===== config.mk =====
export PLATFORM = sky130hd
export DESIGN_NAME = uart_rx
export DESIGN_NICKNAME = d
export VERILOG_FILES = /design/src/rtl/uart_rx.sv
export SDC_FILE = /design/constraint.sdc
export NUM_CORES = 1
export LEC_CHECK = 0
export ABC_CLOCK_PERIOD_IN_PS = 1900
export BUFFER_PORTS_ARGS = -buffer_cell sky130_fd_sc_hd__buf_2
export CAP_MARGIN = 10
export CELL_PAD_IN_SITES_DETAIL_PLACEMENT = 0
export CELL_PAD_IN_SITES_GLOBAL_PLACEMENT = 2
export CORE_MARGIN = 3
export CORE_UTILIZATION = 39
export DETAILED_ROUTE_END_ITERATION = 10
export PLACE_DENSITY_LB_ADDON = 0.1
export SETUP_SLACK_MARGIN = 0.1
export SLEW_MARGIN = 30
export SYNTH_ARGS = -nofsm -noshare
export SYNTH_HDL_FRONTEND = slang
export SYNTH_SLANG_ARGS = --single-unit

===== constraint.sdc =====
create_clock -name i_Clock -period 1.9 [get_ports i_Clock]
set_input_delay 0.38 -clock i_Clock [delete_from_list [all_inputs] [get_ports i_Clock]]
set_output_delay 0.38 -clock i_Clock [all_outputs]
set_load 0.05 [all_outputs]

===== src/rtl/uart_rx.sv =====
// 8N1 UART receiver: 2-flop synchroniser, mid-bit start validation,
// centre sampling of data bits and stop-bit framing check.
module uart_rx #(
    parameter int CLKS_PER_BIT = 87,
    parameter int DATA_WIDTH   = 8
) (
    input  logic                  i_Clock,
    input  logic                  i_Rst_n,
    input  logic                  i_Rx_Serial,
    output logic                  o_Rx_DV,
    output logic [DATA_WIDTH-1:0] o_Rx_Byte,
    output logic                  o_Rx_Busy,
    output logic                  o_Rx_Frame_Err
);

    localparam int CW = $clog2(CLKS_PER_BIT);
    localparam int IW = (DATA_WIDTH > 1) ? $clog2(DATA_WIDTH) : 1;

    localparam logic [CW-1:0] HALF = CW'((CLKS_PER_BIT - 1) / 2);
    localparam logic [CW-1:0] LAST = CW'(CLKS_PER_BIT - 1);
    localparam logic [IW-1:0] TOP  = IW'(DATA_WIDTH - 1);

    typedef enum logic [2:0] {
        S_IDLE,
        S_START,
        S_DATA,
        S_STOP,
        S_CLEANUP
    } state_t;

    logic                  r_Rx_Meta;
    logic                  r_Rx_Sync;
    state_t                r_State;
    logic [CW-1:0]         r_Count;
    logic [IW-1:0]         r_Index;
    logic [DATA_WIDTH-1:0] r_Shift;
    logic [DATA_WIDTH-1:0] r_Rx_Byte;
    logic                  r_Rx_DV;
    logic                  r_Frame_Err;

    state_t                w_State;
    logic [CW-1:0]         w_Count;
    logic [IW-1:0]         w_Index;
    logic [DATA_WIDTH-1:0] w_Shift;
    logic [DATA_WIDTH-1:0] w_Rx_Byte;
    logic                  w_Rx_DV;
    logic                  w_Frame_Err;

    // Sync flops reset high so a reset never looks like a start bit.
    always_ff @(posedge i_Clock or negedge i_Rst_n) begin
        if (!i_Rst_n) begin
            r_Rx_Meta <= 1'b1;
            r_Rx_Sync <= 1'b1;
        end else begin
            r_Rx_Meta <= i_Rx_Serial;
            r_Rx_Sync <= r_Rx_Meta;
        end
    end

    always_ff @(posedge i_Clock or negedge i_Rst_n) begin
        if (!i_Rst_n) begin
            r_State     <= S_IDLE;
            r_Count     <= '0;
            r_Index     <= '0;
            r_Shift     <= '0;
            r_Rx_Byte   <= '0;
            r_Rx_DV     <= 1'b0;
            r_Frame_Err <= 1'b0;
        end else begin
            r_State     <= w_State;
            r_Count     <= w_Count;
            r_Index     <= w_Index;
            r_Shift     <= w_Shift;
            r_Rx_Byte   <= w_Rx_Byte;
            r_Rx_DV     <= w_Rx_DV;
            r_Frame_Err <= w_Frame_Err;
        end
    end

    always_comb begin
        w_State     = r_State;
        w_Count     = r_Count;
        w_Index     = r_Index;
        w_Shift     = r_Shift;
        w_Rx_Byte   = r_Rx_Byte;
        w_Rx_DV     = 1'b0;
        w_Frame_Err = 1'b0;
        unique case (r_State)
            S_IDLE: begin
                w_Count = '0;
                w_Index = '0;
                if (!r_Rx_Sync) begin
                    w_State = S_START;
                end
            end
            S_START: begin
                if (r_Count < HALF) begin
                    w_Count = r_Count + 1'b1;
                end else begin
                    w_Count = '0;
                    // A line back high at mid-start is a glitch.
                    w_State = r_Rx_Sync ? S_IDLE : S_DATA;
                end
            end
            S_DATA: begin
                if (r_Count < LAST) begin
                    w_Count = r_Count + 1'b1;
                end else begin
                    w_Count          = '0;
                    w_Shift[r_Index] = r_Rx_Sync;
                    if (r_Index < TOP) begin
                        w_Index = r_Index + 1'b1;
                    end else begin
                        w_Index = '0;
                        w_State = S_STOP;
                    end
                end
            end
            S_STOP: begin
                if (r_Count < LAST) begin
                    w_Count = r_Count + 1'b1;
                end else begin
                    w_Count = '0;
                    w_State = S_CLEANUP;
                    if (r_Rx_Sync) begin
                        w_Rx_Byte = r_Shift;
                        w_Rx_DV   = 1'b1;
                    end else begin
                        w_Frame_Err = 1'b1;
                    end
                end
            end
            S_CLEANUP: begin
                w_State = S_IDLE;
            end
            default: begin
                w_State = S_IDLE;
            end
        endcase
    end

    assign o_Rx_DV        = r_Rx_DV;
    assign o_Rx_Byte      = r_Rx_Byte;
    assign o_Rx_Frame_Err = r_Frame_Err;
    assign o_Rx_Busy      = (r_State != S_IDLE);

endmodule


* Word level (Yosys, flattened, before mapping) *
Index checks and enable logic that the tools add are counted.

storage, ports and cells
  bits in registers = 33
  input bits = 3
  output and inout port bits = 11
  logic and storage cells = 57

operators by class
  add/sub/neg operators = 2
  order comparisons = 5
  equal/unequal tests = 8
  mux-type cells = 22
  bitwise operators = 1
  reduce and logical (&&, ||, !) cells = 10

operators with widths
  operator                                                                number
  3-bit two-way mux                                                       7
  7-bit case mux with 3 select lines                                      1
  7-bit two-way mux                                                       2
  3-bit case mux with 4 select lines                                      1
  2-bit inequality test (second input constant)                           5
  8-bit bitwise mux                                                       1
  7-bit by 1-bit adder with 7-bit output (second input constant)          1
  7-bit by 6-bit < comparator with 1-bit output (second input constant)   1
  7-bit < comparator (second input constant)                              1
  1-bit two-way mux                                                       7
  3-bit by 2-bit == test with 1-bit output (second input constant)        2
  3-bit case mux with 2 select lines                                      1
  3-bit nonzero test                                                      2
  5-bit AND reduction                                                     1
  3-bit by 4-bit < comparator with 1-bit output (second input constant)   1
  2-bit AND reduction                                                     2
  3-bit by 1-bit adder with 3-bit output (second input constant)          1
  1-bit demux with 3-bit select                                           1
  3-bit by 1-bit == test with 1-bit output (second input constant)        1
  3-bit by 1-bit >= comparator with 1-bit output (second input constant)  1
  3-bit logical NOT                                                       1
  3-bit < comparator (second input constant)                              1
  3-bit AND reduction                                                     1
  2-bit two-way mux                                                       1
  4 further kinds                                                         4

* Longest topological paths before layout *
Gate-level depths: netlist of run 1.

  depth after elaboration = 5
  depth in mapped cells = 5
  gate-level depth less buffers = 5

* Least setup slack after synthesis of run 1 *
Ideal clock, no wire load.

  path type = reg-to-reg
  start point = register r_Count[2]
  end point = register r_Index[1]
  library setup time = 125 ps
  arrival = 1424 ps
  required time = 1775 ps
  slack = 351 ps
  stages on the path, launching flop included = 5
  path buffers = 0
  clock period less this slack = 1549 ps
  path through = dfrtp_1 > a211oi_4 > o21ai_1 > nand2_1 > mux2_2

on the way
  cells in the longest elaborated chain, start to end = 3

ends and longest elaborated chain
  item                                    RTL line  text
  from (decl)                             34        logic [CW-1:0] r_Count;
  from (signal assigned)                  71        r_Count <= w_Count;
  7-bit < comparator                      106       if (r_Count < LAST) begin
  2-bit inequality test (no source line)  n/a
  2-bit AND reduction (no source line)    n/a
  to (signal assigned)                    72        r_Index <= w_Index;
  to (decl)                               35        logic [IW-1:0] r_Index;

Every way passes these cells.
A chain may end at the register's enable or synchronous reset.

* Worst setup path after layout of run 1 *
  start point = register r_State[0]
  end point = output o_Rx_Busy

on the way
  cells in the longest elaborated chain, start to end = 1

ends and longest elaborated chain
  item                    RTL line  text
  from (decl)             33        state_t r_State;
  from (signal assigned)  70        r_State <= w_State;
  3-bit nonzero test      145       assign o_Rx_Busy = (r_State != S_IDLE);
  to (decl)               12        output logic o_Rx_Busy,

Every way passes these cells.

==> report_table.html, run 1 <==
<table>
<tr><th>Metric</th><th>Value</th></tr>
<tr><th colspan="2">Critical path</th></tr>
<tr><td>Data arrival time of the critical path</td><td>1.29 ns</td></tr>
<tr><td>Class of the most critical setup path</td><td>flop to output port</td></tr>
<tr><td>Max FO, Critical Path</td><td>8</td></tr>
<tr><td>Required time of the critical path</td><td>1.52 ns</td></tr>
<tr><td>Category of the worst setup path launch point</td><td>flop</td></tr>
<tr><td>Crit. End Element</td><td>output port</td></tr>
<tr><th colspan="2">Cells and area</th></tr>
<tr><td>Area growth, synth to finish</td><td>14.5%</td></tr>
<tr><td>Finished layout cell area</td><td>1810 µm²</td></tr>
<tr><td>Fillers</td><td>345</td></tr>
<tr><td>Final net count</td><td>160</td></tr>
<tr><td>Sequential cell area</td><td>828 µm²</td></tr>
<tr><td>Diodes inserted</td><td>0</td></tr>
<tr><td>Share of post-route cells with drive strength above 1</td><td>0.340</td></tr>
<tr><td>Area of the multi-input gates</td><td>718 µm²</td></tr>
<tr><th colspan="2">Synthesis</th></tr>
<tr><td>Net count of the mapped netlist</td><td>143</td></tr>
<tr><td>Most frequently used cell type in the post-synthesis netlist</td><td>sky130_fd_sc_hd__dfrtp_1</td></tr>
<tr><td>Post-synth top area share</td><td>0.491</td></tr>
<tr><td>Sequential-to-total area share from yosys stat</td><td>0.524</td></tr>
<tr><td>Post-Syn Instances</td><td>138</td></tr>
<tr><td>Post-synthesis cell area</td><td>1580 µm²</td></tr>
<tr><td>Synth Area per Inst</td><td>11.5 µm²</td></tr>
<tr><td>Most frequently used flop master after synthesis</td><td>sky130_fd_sc_hd__dfrtp_1</td></tr>
<tr><td>Number of distinct library cell variants in the gate-level netlist after synthesis</td><td>40</td></tr>
<tr><td>Number of flops mapped to enable cells by yosys</td><td>0</td></tr>
<tr><td>Ys Warns</td><td>0</td></tr>
<tr><td>Flops &amp; latches, synth</td><td>33</td></tr>
<tr><td>Cell accounting for the most synthesized area</td><td>sky130_fd_sc_hd__dfrtp_1</td></tr>
<tr><td>Area contributors post-synth</td><td>sky130_fd_sc_hd__dfrtp_1 (49%), sky130_fd_sc_hd__mux2_2 (13%), sky130_fd_sc_hd__dfstp_2 (3.3%)</td></tr>
<tr><td>Share of synthesized flip-flops with an asynchronous set or reset</td><td>1.00</td></tr>
<tr><td>Post-synth top cells</td><td>sky130_fd_sc_hd__dfrtp_1 (31), sky130_fd_sc_hd__mux2_2 (18), sky130_fd_sc_hd__nand3_1 (9), sky130_fd_sc_hd__nor2_1 (9)</td></tr>
<tr><th colspan="2">STA</th></tr>
<tr><td>Final setup viols</td><td>0</td></tr>
<tr><td>Crit path time final</td><td>1.67 ns</td></tr>
<tr><td>Transition at the pin with the smallest max-transition slack</td><td>0.725 ns</td></tr>
<tr><td>Relative max-transition margin</td><td>0.516</td></tr>
<tr><td>Worst Hold Margin</td><td>0.136 ns</td></tr>
<tr><td>Setup repair after global routing missed its margin</td><td>no</td></tr>
<tr><td>Fin Setup TNS</td><td>0 ns</td></tr>
<tr><td>Final max-slew violation count</td><td>0</td></tr>
<tr><td>Worst-case setup margin in the final layout</td><td>0.230 ns</td></tr>
<tr><td>Final clock period utilization by the worst path</td><td>0.879</td></tr>
<tr><td>Hold violation count in the final report</td><td>0</td></tr>
<tr><td>Clock Skew</td><td>0.00712 ns</td></tr>
<tr><td>F_max</td><td>599 MHz</td></tr>
<tr><th colspan="2">Die</th></tr>
<tr><td>Area of the core region</td><td>3770 µm²</td></tr>
<tr><td>Row count</td><td>22</td></tr>
<tr><td>Die area</td><td>4860 µm²</td></tr>
<tr><td>Starting utilization of the core area</td><td>0.419</td></tr>
<tr><td>Die boundary height</td><td>69.7 µm</td></tr>
<tr><td>IO Pins</td><td>14</td></tr>
<tr><td>Die Wd</td><td>69.7 µm</td></tr>
<tr><th colspan="2">Clock tree</th></tr>
<tr><td>Clock Path Buffers</td><td>2</td></tr>
<tr><td>Clk root buf</td><td>sky130_fd_sc_hd__clkbuf_8</td></tr>
<tr><td>Number of buffers inserted by hold repair at cts</td><td>0</td></tr>
<tr><td>Post-CTS setup repair buffer count</td><td>0</td></tr>
<tr><td>Deepest level of the CTS H-tree</td><td>2</td></tr>
<tr><td>Clk_lat worst skew</td><td>0.28 ns</td></tr>
<tr><td>CTS tree</td><td>done</td></tr>
<tr><td>Reg clk slew, reported paths</td><td>0.07 ns</td></tr>
<tr><td>Clock buffers created by TritonCTS</td><td>5</td></tr>
<tr><td>Number of clock sinks</td><td>33</td></tr>
<tr><th colspan="2">Placed design</th></tr>
<tr><td>Number of port buffers</td><td>13</td></tr>
<tr><td>Worst slack after detailed placement</td><td>0.221 ns</td></tr>
<tr><td>Instance area after placement</td><td>1710 µm²</td></tr>
<tr><td>Global placement routability congestion</td><td>0.758</td></tr>
<tr><td>DP Wirelength</td><td>2070 µm</td></tr>
<tr><th colspan="2">Global routing</th></tr>
<tr><td>First-pass GRT wire length</td><td>5100 µm</td></tr>
<tr><td>GRT Overall Usage</td><td>0.136</td></tr>
<tr><td>Number of antenna violations at the first check in global routing</td><td>0</td></tr>
<tr><td>Congestion Overflow GR</td><td>0</td></tr>
<tr><td>Maximum number of pins on one net before global-route repair</td><td>34</td></tr>
<tr><td>Number of global-route vias before repair</td><td>1072</td></tr>
<tr><th colspan="2">Power and ir drop</th></tr>
<tr><td>Largest vdd supply drop</td><td>0.000448 V</td></tr>
<tr><td>Leak Pwr</td><td>0.854 nW</td></tr>
<tr><td>Total power divided by cell area</td><td>802 nW/µm²</td></tr>
<tr><th colspan="2">Route</th></tr>
<tr><td>Count of routing violations after the opening detailed-route iteration</td><td>49</td></tr>
<tr><td>Post-Route WL</td><td>3000 µm</td></tr>
<tr><td>Number of detailed-routing iterations run before antenna repair</td><td>4</td></tr>
<tr><td>Via density per instance</td><td>5.43</td></tr>
<tr><td>Number of nets still failing antenna checks after routing</td><td>0</td></tr>
<tr><td>Via Count</td><td>1108</td></tr>
<tr><td>Drt wl/cell</td><td>14.7 µm</td></tr>
<tr><td>DRC violation count after routing</td><td>0</td></tr>
<tr><th colspan="2">Min path</th></tr>
<tr><td>Class of the tightest hold or removal check</td><td>input port to async pin</td></tr>
<tr><th colspan="2">Outcome</th></tr>
<tr><td>Outcome</td><td>finished, final reports clean</td></tr>
<tr><th colspan="2">Job</th></tr>
<tr><td># Max-Cap Violations</td><td>0</td></tr>
</table>
## routing by layer
metal | vias to the layer above | routed length, µm | track usage
met5 | - | 0 | 0
li1 | 532 | - | -
met1 | 554 | 1460 | 0.167
met2 | 18 | 1390 | 0.214
met3 | 4 | 109 | 0.0493
met4 | 0 | 41 | 0.0574
## path summary, 6_finish.rpt
kind                        startpoint            to  slack, ns  cells after the start
min                            i_Rst_n  o_Rx_Byte[0]       0.14                      1
min reg2reg                  r_Rx_Meta     r_Rx_Sync       0.36                      0
max                         r_State[0]     o_Rx_Busy       0.23                      4
max in group asynchronous      i_Rst_n  o_Rx_Byte[7]       1.28                      1
min in group i_Clock       i_Rx_Serial     r_Rx_Meta       0.19                      1
max reg2reg                 r_Count[2]  o_Rx_Byte[1]       0.24                      4
## timing repair
action,4_1_cts,5_1_grt
setup endpoints to repair,0,2
gates resized for setup,0,1
endpoints found under the hold margin,0,0
## stage by stage
step | util | power, W | instances
floorplan | - | 0.000846 | 138
global placement | 0.452 | 0.000890 | 196
detailed placement | 0.452 | 0.000888 | 196
CTS | 0.479 | 0.00148 | 204
global route | 0.480 | 0.00153 | 204
finish | 0.480 | 0.00145 | 204
## flip-flops by register name, indices dropped and copies added (netlist names)
register	count
o_Rx_Byte	8
r_Shift	8
r_Count	7
r_Index	3
r_State	3
o_Rx_DV	1
o_Rx_Frame_Err	1
r_Rx_Meta	1
r_Rx_Sync	1
## cells by family (layout without fill, tap and decap cells)
family                   after synthesis  count (layout)  share of synthesized area
AO/OA/AOI/OAI                         25              25                      0.115
multiplexers                          20              20                      0.141
flip-flops                            33              33                      0.524
buffers and inverters                 10              28                     0.0245
AND/OR/NAND/NOR                       46              46                      0.169
XOR/XNOR                               2               2                     0.0111
adder cells (fa/ha/maj)                2               2                     0.0158
## layout by cell type, fill, tap and decap left out, types with 3 or more instances in the layout
master,netlist,layout
sky130_fd_sc_hd__a21oi_1,6,6
sky130_fd_sc_hd__nor2b_1,3,3
sky130_fd_sc_hd__inv_1,4,4
sky130_fd_sc_hd__dfrtp_1,31,31
sky130_fd_sc_hd__nand2_1,6,6
sky130_fd_sc_hd__nor3b_1,3,3
sky130_fd_sc_hd__clkbuf_8,0,7
sky130_fd_sc_hd__nand3_1,9,9
sky130_fd_sc_hd__o21ai_0,5,5
sky130_fd_sc_hd__mux2_2,18,18
sky130_fd_sc_hd__buf_4,0,3
sky130_fd_sc_hd__nor3_1,3,3
sky130_fd_sc_hd__nor2_1,9,9
sky130_fd_sc_hd__buf_2,1,13
## cell type report
type	count	share of cell area
sequential	33	0.457
clock buffer	7	0.0532
timing repair buffer	16	0.0484
tap	48	0.0332
inverter	4	0.00829
multi-input combinational	95	0.397
clock inverter	1	0.00276
## power by group
part,internal (W),switching [W]
Clock,0.000327,0.000249
Combinational,0.0000531,0.0000807
Sequential,0.000720,0.0000221
## critical path, cell delays in order, from the launching register on
cell	delay (ns)
sky130_fd_sc_hd__dfrtp_1	0.37
sky130_fd_sc_hd__buf_4	0.17
sky130_fd_sc_hd__nor2_1	0.19
sky130_fd_sc_hd__nand2_1	0.07
sky130_fd_sc_hd__buf_2	0.21
Note: power is estimated with default switching activity, not from simulation.
==> inputs of run 2 (changes only) <==
- ABC_AREA: not set -> 1
- CORE_UTILIZATION: 39 -> 35
- TNS_END_PERCENT: not set -> 50
==> run 2 against run 1 <==
Combinational power grew to 3.7 times the previous value. Utilization shrank 6.9 points. Design area grew 8.6%. Global-route usage shrank 0.16 points.
==> report_table.html, run 2 <==
<table>
<tr><th>Metric</th><th>Value</th></tr>
<tr><th colspan="2">Global routing</th></tr>
<tr><td>Maximum number of pins on one net before global-route repair</td><td>34 (unchanged)</td></tr>
<tr><td>Number of global-route vias before repair</td><td>1331 (was 1072)</td></tr>
<tr><td>GRT Overall Usage</td><td>0.134 (was 0.136)</td></tr>
<tr><td>First-pass GRT wire length</td><td>6260 µm (was 5100 µm)</td></tr>
<tr><td>Congestion Overflow GR</td><td>0 (unchanged)</td></tr>
<tr><td>Number of antenna violations at the first check in global routing</td><td>0 (unchanged)</td></tr>
<tr><th colspan="2">Critical path</th></tr>
<tr><td>Critical path buffer and inverter count</td><td>1 (was 2)</td></tr>
<tr><td>Internal reg-to-reg setup slack</td><td>0.48 ns (was 0.24 ns)</td></tr>
<tr><td>Class of the most critical setup path</td><td>flop to output port (unchanged)</td></tr>
<tr><td>Cell-by-cell trace of the critical path</td><td>nor2_2 -&gt; nand2_2 -&gt; clkbuf_4 (was buf_4 -&gt; nor2_1 -&gt; nand2_1 -&gt; buf_2)</td></tr>
<tr><td>Family with the most delay on the worst path</td><td>flip-flops (was buffers and inverters)</td></tr>
<tr><td>Slowest stage cell, crit path</td><td>sky130_fd_sc_hd__dfrtp_2 (was sky130_fd_sc_hd__dfrtp_1)</td></tr>
<tr><td>Critical R2R Capture</td><td>o_Rx_Byte[6] (was o_Rx_Byte[1])</td></tr>
<tr><td>Crit. End Element</td><td>output port (unchanged)</td></tr>
<tr><td>Worst reg2reg path depth</td><td>8 (was 4)</td></tr>
<tr><td>Data arrival time of the critical path</td><td>1.26 ns (was 1.29 ns)</td></tr>
<tr><td>Required time of the critical path</td><td>1.52 ns (about the same)</td></tr>
<tr><td>Worst reg2reg startpoint</td><td>r_Count[3] (was r_Count[2])</td></tr>
<tr><td>Max FO, Critical Path</td><td>8 (unchanged)</td></tr>
<tr><td>Category of the worst setup path launch point</td><td>flop (unchanged)</td></tr>
<tr><td>Largest stage delay, worst path</td><td>0.49 ns (was 0.37 ns)</td></tr>
<tr><th colspan="2">Cells and area</th></tr>
<tr><td>Finished layout cell area</td><td>1970 µm² (was 1810 µm²)</td></tr>
<tr><td>Leading cell type in the layout, fill and taps excluded</td><td>sky130_fd_sc_hd__nand2_1 (was sky130_fd_sc_hd__dfrtp_1)</td></tr>
<tr><td>Share of post-route cells with drive strength above 1</td><td>0.238 (was 0.340)</td></tr>
<tr><td>Layout Cells excl Fill</td><td>302 (was 204)</td></tr>
<tr><td>Sequential cell area</td><td>830 µm² (was 828 µm²)</td></tr>
<tr><td>Fillers</td><td>484 (was 345)</td></tr>
<tr><td>Area of the multi-input gates</td><td>796 µm² (was 718 µm²)</td></tr>
<tr><td>Diodes inserted</td><td>0 (unchanged)</td></tr>
<tr><td>Final net count</td><td>239 (was 160)</td></tr>
<tr><td>Area growth, synth to finish</td><td>11.7% (was 14.5%)</td></tr>
<tr><td>Leading cell types in the layout, fill and taps excluded</td><td>sky130_fd_sc_hd__nand2_1 (73), sky130_fd_sc_hd__dfrtp_1 (30), sky130_fd_sc_hd__nor2_1 (20) (was sky130_fd_sc_hd__dfrtp_1 (31), sky130_fd_sc_hd__mux2_2 (18), sky130_fd_sc_hd__buf_2 (13))</td></tr>
<tr><th colspan="2">Synthesis</th></tr>
<tr><td>Fraction of the mapped netlist area in compound gates</td><td>0.0455 (was 0.115)</td></tr>
<tr><td>Net count of the mapped netlist</td><td>222 (was 143)</td></tr>
<tr><td>Area contributors post-synth</td><td>sky130_fd_sc_hd__dfrtp_1 (44%), sky130_fd_sc_hd__nand2_1 (16%), sky130_fd_sc_hd__nand3_1 (5.1%) (was sky130_fd_sc_hd__dfrtp_1 (49%), sky130_fd_sc_hd__mux2_2 (13%), sky130_fd_sc_hd__dfstp_2 (3.3%))</td></tr>
<tr><td>Sequential-to-total area share from yosys stat</td><td>0.471 (was 0.524)</td></tr>
<tr><td>Synthesized-area fraction occupied by xor and xnor cells</td><td>0 (was 0.0111)</td></tr>
<tr><td>Number of distinct library cell variants in the gate-level netlist after synthesis</td><td>25 (was 40)</td></tr>
<tr><td>Dominant combinational cell family by area after synthesis</td><td>simple AND/OR/NAND/NOR gates (unchanged)</td></tr>
<tr><td>Most frequently used cell type in the post-synthesis netlist</td><td>sky130_fd_sc_hd__nand2_1 (was sky130_fd_sc_hd__dfrtp_1)</td></tr>
<tr><td>Synth Area per Inst</td><td>8.11 µm² (was 11.5 µm²)</td></tr>
<tr><td>Post-synth top cells</td><td>sky130_fd_sc_hd__nand2_1 (74), sky130_fd_sc_hd__dfrtp_1 (31), sky130_fd_sc_hd__nor2_1 (21) (was sky130_fd_sc_hd__dfrtp_1 (31), sky130_fd_sc_hd__mux2_2 (18), sky130_fd_sc_hd__nand3_1 (9), sky130_fd_sc_hd__nor2_1 (9))</td></tr>
<tr><td>Post-synthesis cell area</td><td>1760 µm² (was 1580 µm²)</td></tr>
<tr><td>Cell accounting for the most synthesized area</td><td>sky130_fd_sc_hd__dfrtp_1 (unchanged)</td></tr>
<tr><td>Most frequently used flop master after synthesis</td><td>sky130_fd_sc_hd__dfrtp_1 (unchanged)</td></tr>
<tr><td>Ys Warns</td><td>0 (unchanged)</td></tr>
<tr><td>Mux cell area share after synthesis</td><td>0 (was 0.141)</td></tr>
<tr><td>Post-synth top area share</td><td>0.441 (was 0.491)</td></tr>
<tr><td>Number of flops mapped to enable cells by yosys</td><td>0 (unchanged)</td></tr>
<tr><td>Post-Syn Instances</td><td>217 (was 138)</td></tr>
<tr><td>Simple-Gate Fraction of Synth Area</td><td>0.389 (was 0.169)</td></tr>
<tr><td>Share of synthesized flip-flops with an asynchronous set or reset</td><td>1.00 (unchanged)</td></tr>
<tr><td>Adder and majority gate portion of the synthesized area</td><td>0.0142 (was 0.0158)</td></tr>
<tr><td>Flops &amp; latches, synth</td><td>33 (unchanged)</td></tr>
<tr><th colspan="2">Clock tree</th></tr>
<tr><td>CTS tree</td><td>done (unchanged)</td></tr>
<tr><td>Number of clock sinks</td><td>33 (unchanged)</td></tr>
<tr><td>Reg clk slew, reported paths</td><td>0.07 ns (about the same)</td></tr>
<tr><td>Post-CTS setup repair buffer count</td><td>0 (unchanged)</td></tr>
<tr><td>Number of buffers inserted by hold repair at cts</td><td>0 (unchanged)</td></tr>
<tr><td>Clk root buf</td><td>sky130_fd_sc_hd__clkbuf_8 (unchanged)</td></tr>
<tr><td>Clock Path Buffers</td><td>2 (unchanged)</td></tr>
<tr><td>Clock buffers created by TritonCTS</td><td>5 (unchanged)</td></tr>
<tr><td>Deepest level of the CTS H-tree</td><td>2 (unchanged)</td></tr>
<tr><td>Clk_lat worst skew</td><td>0.28 ns (about the same)</td></tr>
<tr><th colspan="2">STA</th></tr>
<tr><td>Crit path time final</td><td>1.64 ns (was 1.67 ns)</td></tr>
<tr><td>Worst Hold Margin</td><td>0.170 ns (was 0.136 ns)</td></tr>
<tr><td>Clock Skew</td><td>0.00485 ns (was 0.00712 ns)</td></tr>
<tr><td>Final max-slew violation count</td><td>0 (unchanged)</td></tr>
<tr><td>Fin Setup TNS</td><td>0 ns (unchanged)</td></tr>
<tr><td>Hold violation count in the final report</td><td>0 (unchanged)</td></tr>
<tr><td>F_max</td><td>608 MHz (was 599 MHz)</td></tr>
<tr><td>Transition at the pin with the smallest max-transition slack</td><td>0.763 ns (was 0.725 ns)</td></tr>
<tr><td>Setup repair after global routing missed its margin</td><td>no (unchanged)</td></tr>
<tr><td>Final setup viols</td><td>0 (unchanged)</td></tr>
<tr><td>Final clock period utilization by the worst path</td><td>0.866 (was 0.879)</td></tr>
<tr><td>Relative max-transition margin</td><td>0.492 (was 0.516)</td></tr>
<tr><th colspan="2">Power and ir drop</th></tr>
<tr><td>Post-route total power</td><td>0.00180 W (was 0.00145 W)</td></tr>
<tr><td>Switching portion of total power</td><td>0.369 (was 0.242)</td></tr>
<tr><td>Largest vdd supply drop</td><td>0.000637 V (was 0.000448 V)</td></tr>
<tr><td>NetSw</td><td>0.000664 W (was 0.000352 W)</td></tr>
<tr><td>Register share of total power</td><td>0.441 (was 0.511)</td></tr>
<tr><td>Leak Pwr</td><td>1.04 nW (was 0.854 nW)</td></tr>
<tr><td>Gate power share</td><td>0.279 (was 0.092)</td></tr>
<tr><td>Part of the total power dissipated in the clock network</td><td>0.281 (was 0.397)</td></tr>
<tr><td>Cell-internal power</td><td>0.00114 W (was 0.00110 W)</td></tr>
<tr><td>Total power divided by cell area</td><td>917 nW/µm² (was 802 nW/µm²)</td></tr>
<tr><th colspan="2">Route</th></tr>
<tr><td>Count of routing violations after the opening detailed-route iteration</td><td>100 (was 49)</td></tr>
<tr><td>Number of detailed-routing iterations run before antenna repair</td><td>4 (unchanged)</td></tr>
<tr><td>DRC violation count after routing</td><td>0 (unchanged)</td></tr>
<tr><td>Drt wl/cell</td><td>11.9 µm (was 14.7 µm)</td></tr>
<tr><td>Number of nets still failing antenna checks after routing</td><td>0 (unchanged)</td></tr>
<tr><td>Post-Route WL</td><td>3590 µm (was 3000 µm)</td></tr>
<tr><td>Via Count</td><td>1389 (was 1108)</td></tr>
<tr><td>Via density per instance</td><td>4.60 (was 5.43)</td></tr>
<tr><th colspan="2">Outcome</th></tr>
<tr><td>Outcome</td><td>finished, final reports clean (unchanged)</td></tr>
<tr><th colspan="2">Placed design</th></tr>
<tr><td>Global placement routability congestion</td><td>0.838 (was 0.758)</td></tr>
<tr><td>DP Wirelength</td><td>2680 µm (was 2070 µm)</td></tr>
<tr><td>Number of port buffers</td><td>13 (unchanged)</td></tr>
<tr><td>Total placed cells including tap cells</td><td>294 (was 196)</td></tr>
<tr><td>Instance area after placement</td><td>1870 µm² (was 1710 µm²)</td></tr>
<tr><th colspan="2">Job</th></tr>
<tr><td># Max-Cap Violations</td><td>0 (unchanged)</td></tr>
<tr><th colspan="2">Die</th></tr>
<tr><td>Row count</td><td>25 (was 22)</td></tr>
<tr><td>Die area</td><td>5920 µm² (was 4860 µm²)</td></tr>
<tr><td>Die Wd</td><td>76.9 µm (was 69.7 µm)</td></tr>
<tr><td>Area of the core region</td><td>4790 µm² (was 3770 µm²)</td></tr>
<tr><td>Die boundary height</td><td>76.9 µm (was 69.7 µm)</td></tr>
<tr><td>IO Pins</td><td>14 (unchanged)</td></tr>
<tr><td>Starting utilization of the core area</td><td>0.368 (was 0.419)</td></tr>
<tr><th colspan="2">Min path</th></tr>
<tr><td>Class of the tightest hold or removal check</td><td>input port to async pin (unchanged)</td></tr>
</table>
run 2: changes by cell type after synthesis, sizes merged, moves of 5 or more:
cell	change
o21ai	+7
mux2	-18
nand3	+19
a21oi	-5
inv	+20
nor2	+17
nand2	+71
run 2: power groups by stage:
stage	combinational (W)	sequential, W	clock (W)
2_1_floorplan	0.000382	0.000795	0
3_3_place_gp	0.000487	0.000803	0
3_5_place_dp	0.000494	0.000803	0
4_1_cts	0.000495	0.000790	0.000529
5_1_grt	0.000571	0.000799	0.000572
6_report	0.000502	0.000794	0.000506
run 2: worst max path at each step:
stage / cells past startpoint / startpoint / endpoint
3_5_place_dp: 3 / r_State[2] / o_Rx_Busy
4_1_cts: 3 / r_State[2] / o_Rx_Busy
2_1_floorplan: 8 / r_State[2] / r_State[0]
6_report: 3 / r_State[2] / o_Rx_Busy
5_1_grt: 3 / r_State[2] / o_Rx_Busy
3_3_place_gp: 3 / r_State[2] / o_Rx_Busy
run 2: final cells by class:
class	count	share of cell area
clock buffers	6	0.0369
inverters	25	0.0541
flip-flops and latches	33	0.422
well taps	67	0.0426
repair buffers	13	0.0344
clock inverters	2	0.00509
multi-input cells	156	0.405
run 2: through the flow:
stage	utilization	worst slack, ns
final	0.411	0.255
after global routing	0.411	0.158
after CTS	0.409	0.151
after detailed placement	0.392	0.362
after global placement	0.392	0.375
after floorplan	-	0.389
run 2: worst reg2reg max path, stage by stage (launching register included):
cell,delay [ns]
sky130_fd_sc_hd__dfrtp_1,0.50
sky130_fd_sc_hd__nand2_1,0.09
sky130_fd_sc_hd__nand2_1,0.12
sky130_fd_sc_hd__nand2_4,0.07
sky130_fd_sc_hd__nand2_4,0.18
sky130_fd_sc_hd__nand3_4,0.18
sky130_fd_sc_hd__clkinv_4,0.12
sky130_fd_sc_hd__nand2_1,0.06
sky130_fd_sc_hd__nand2_1,0.05
run 2: logic make-up (layout without fill, tap and decap cells):
| kind of cell | count (synthesis) | in the layout |
|---|---|---|
| buffers and inverters | 28 | 46 |
| flip-flops | 33 | 33 |
| AO/OA/AOI/OAI | 16 | 16 |
| AND/OR/NAND/NOR | 138 | 138 |
| adder cells (fa/ha/maj) | 2 | 2 |
run 2: per-layer routing:
metal  GRT usage  part of all wire  up-vias  wire, µm
met5           0                 0        -         0
met2       0.225              0.49       23      1750
met1       0.160              0.46      646      1650
met3      0.0376             0.036        4       131
li1            -                 -      716         -
met4      0.0580             0.016        0        56
run 2: repair_timing:
item,4_1_cts,5_1_grt
setup endpoints to repair,1,1
gates cloned,0,0
resized for setup,1,3
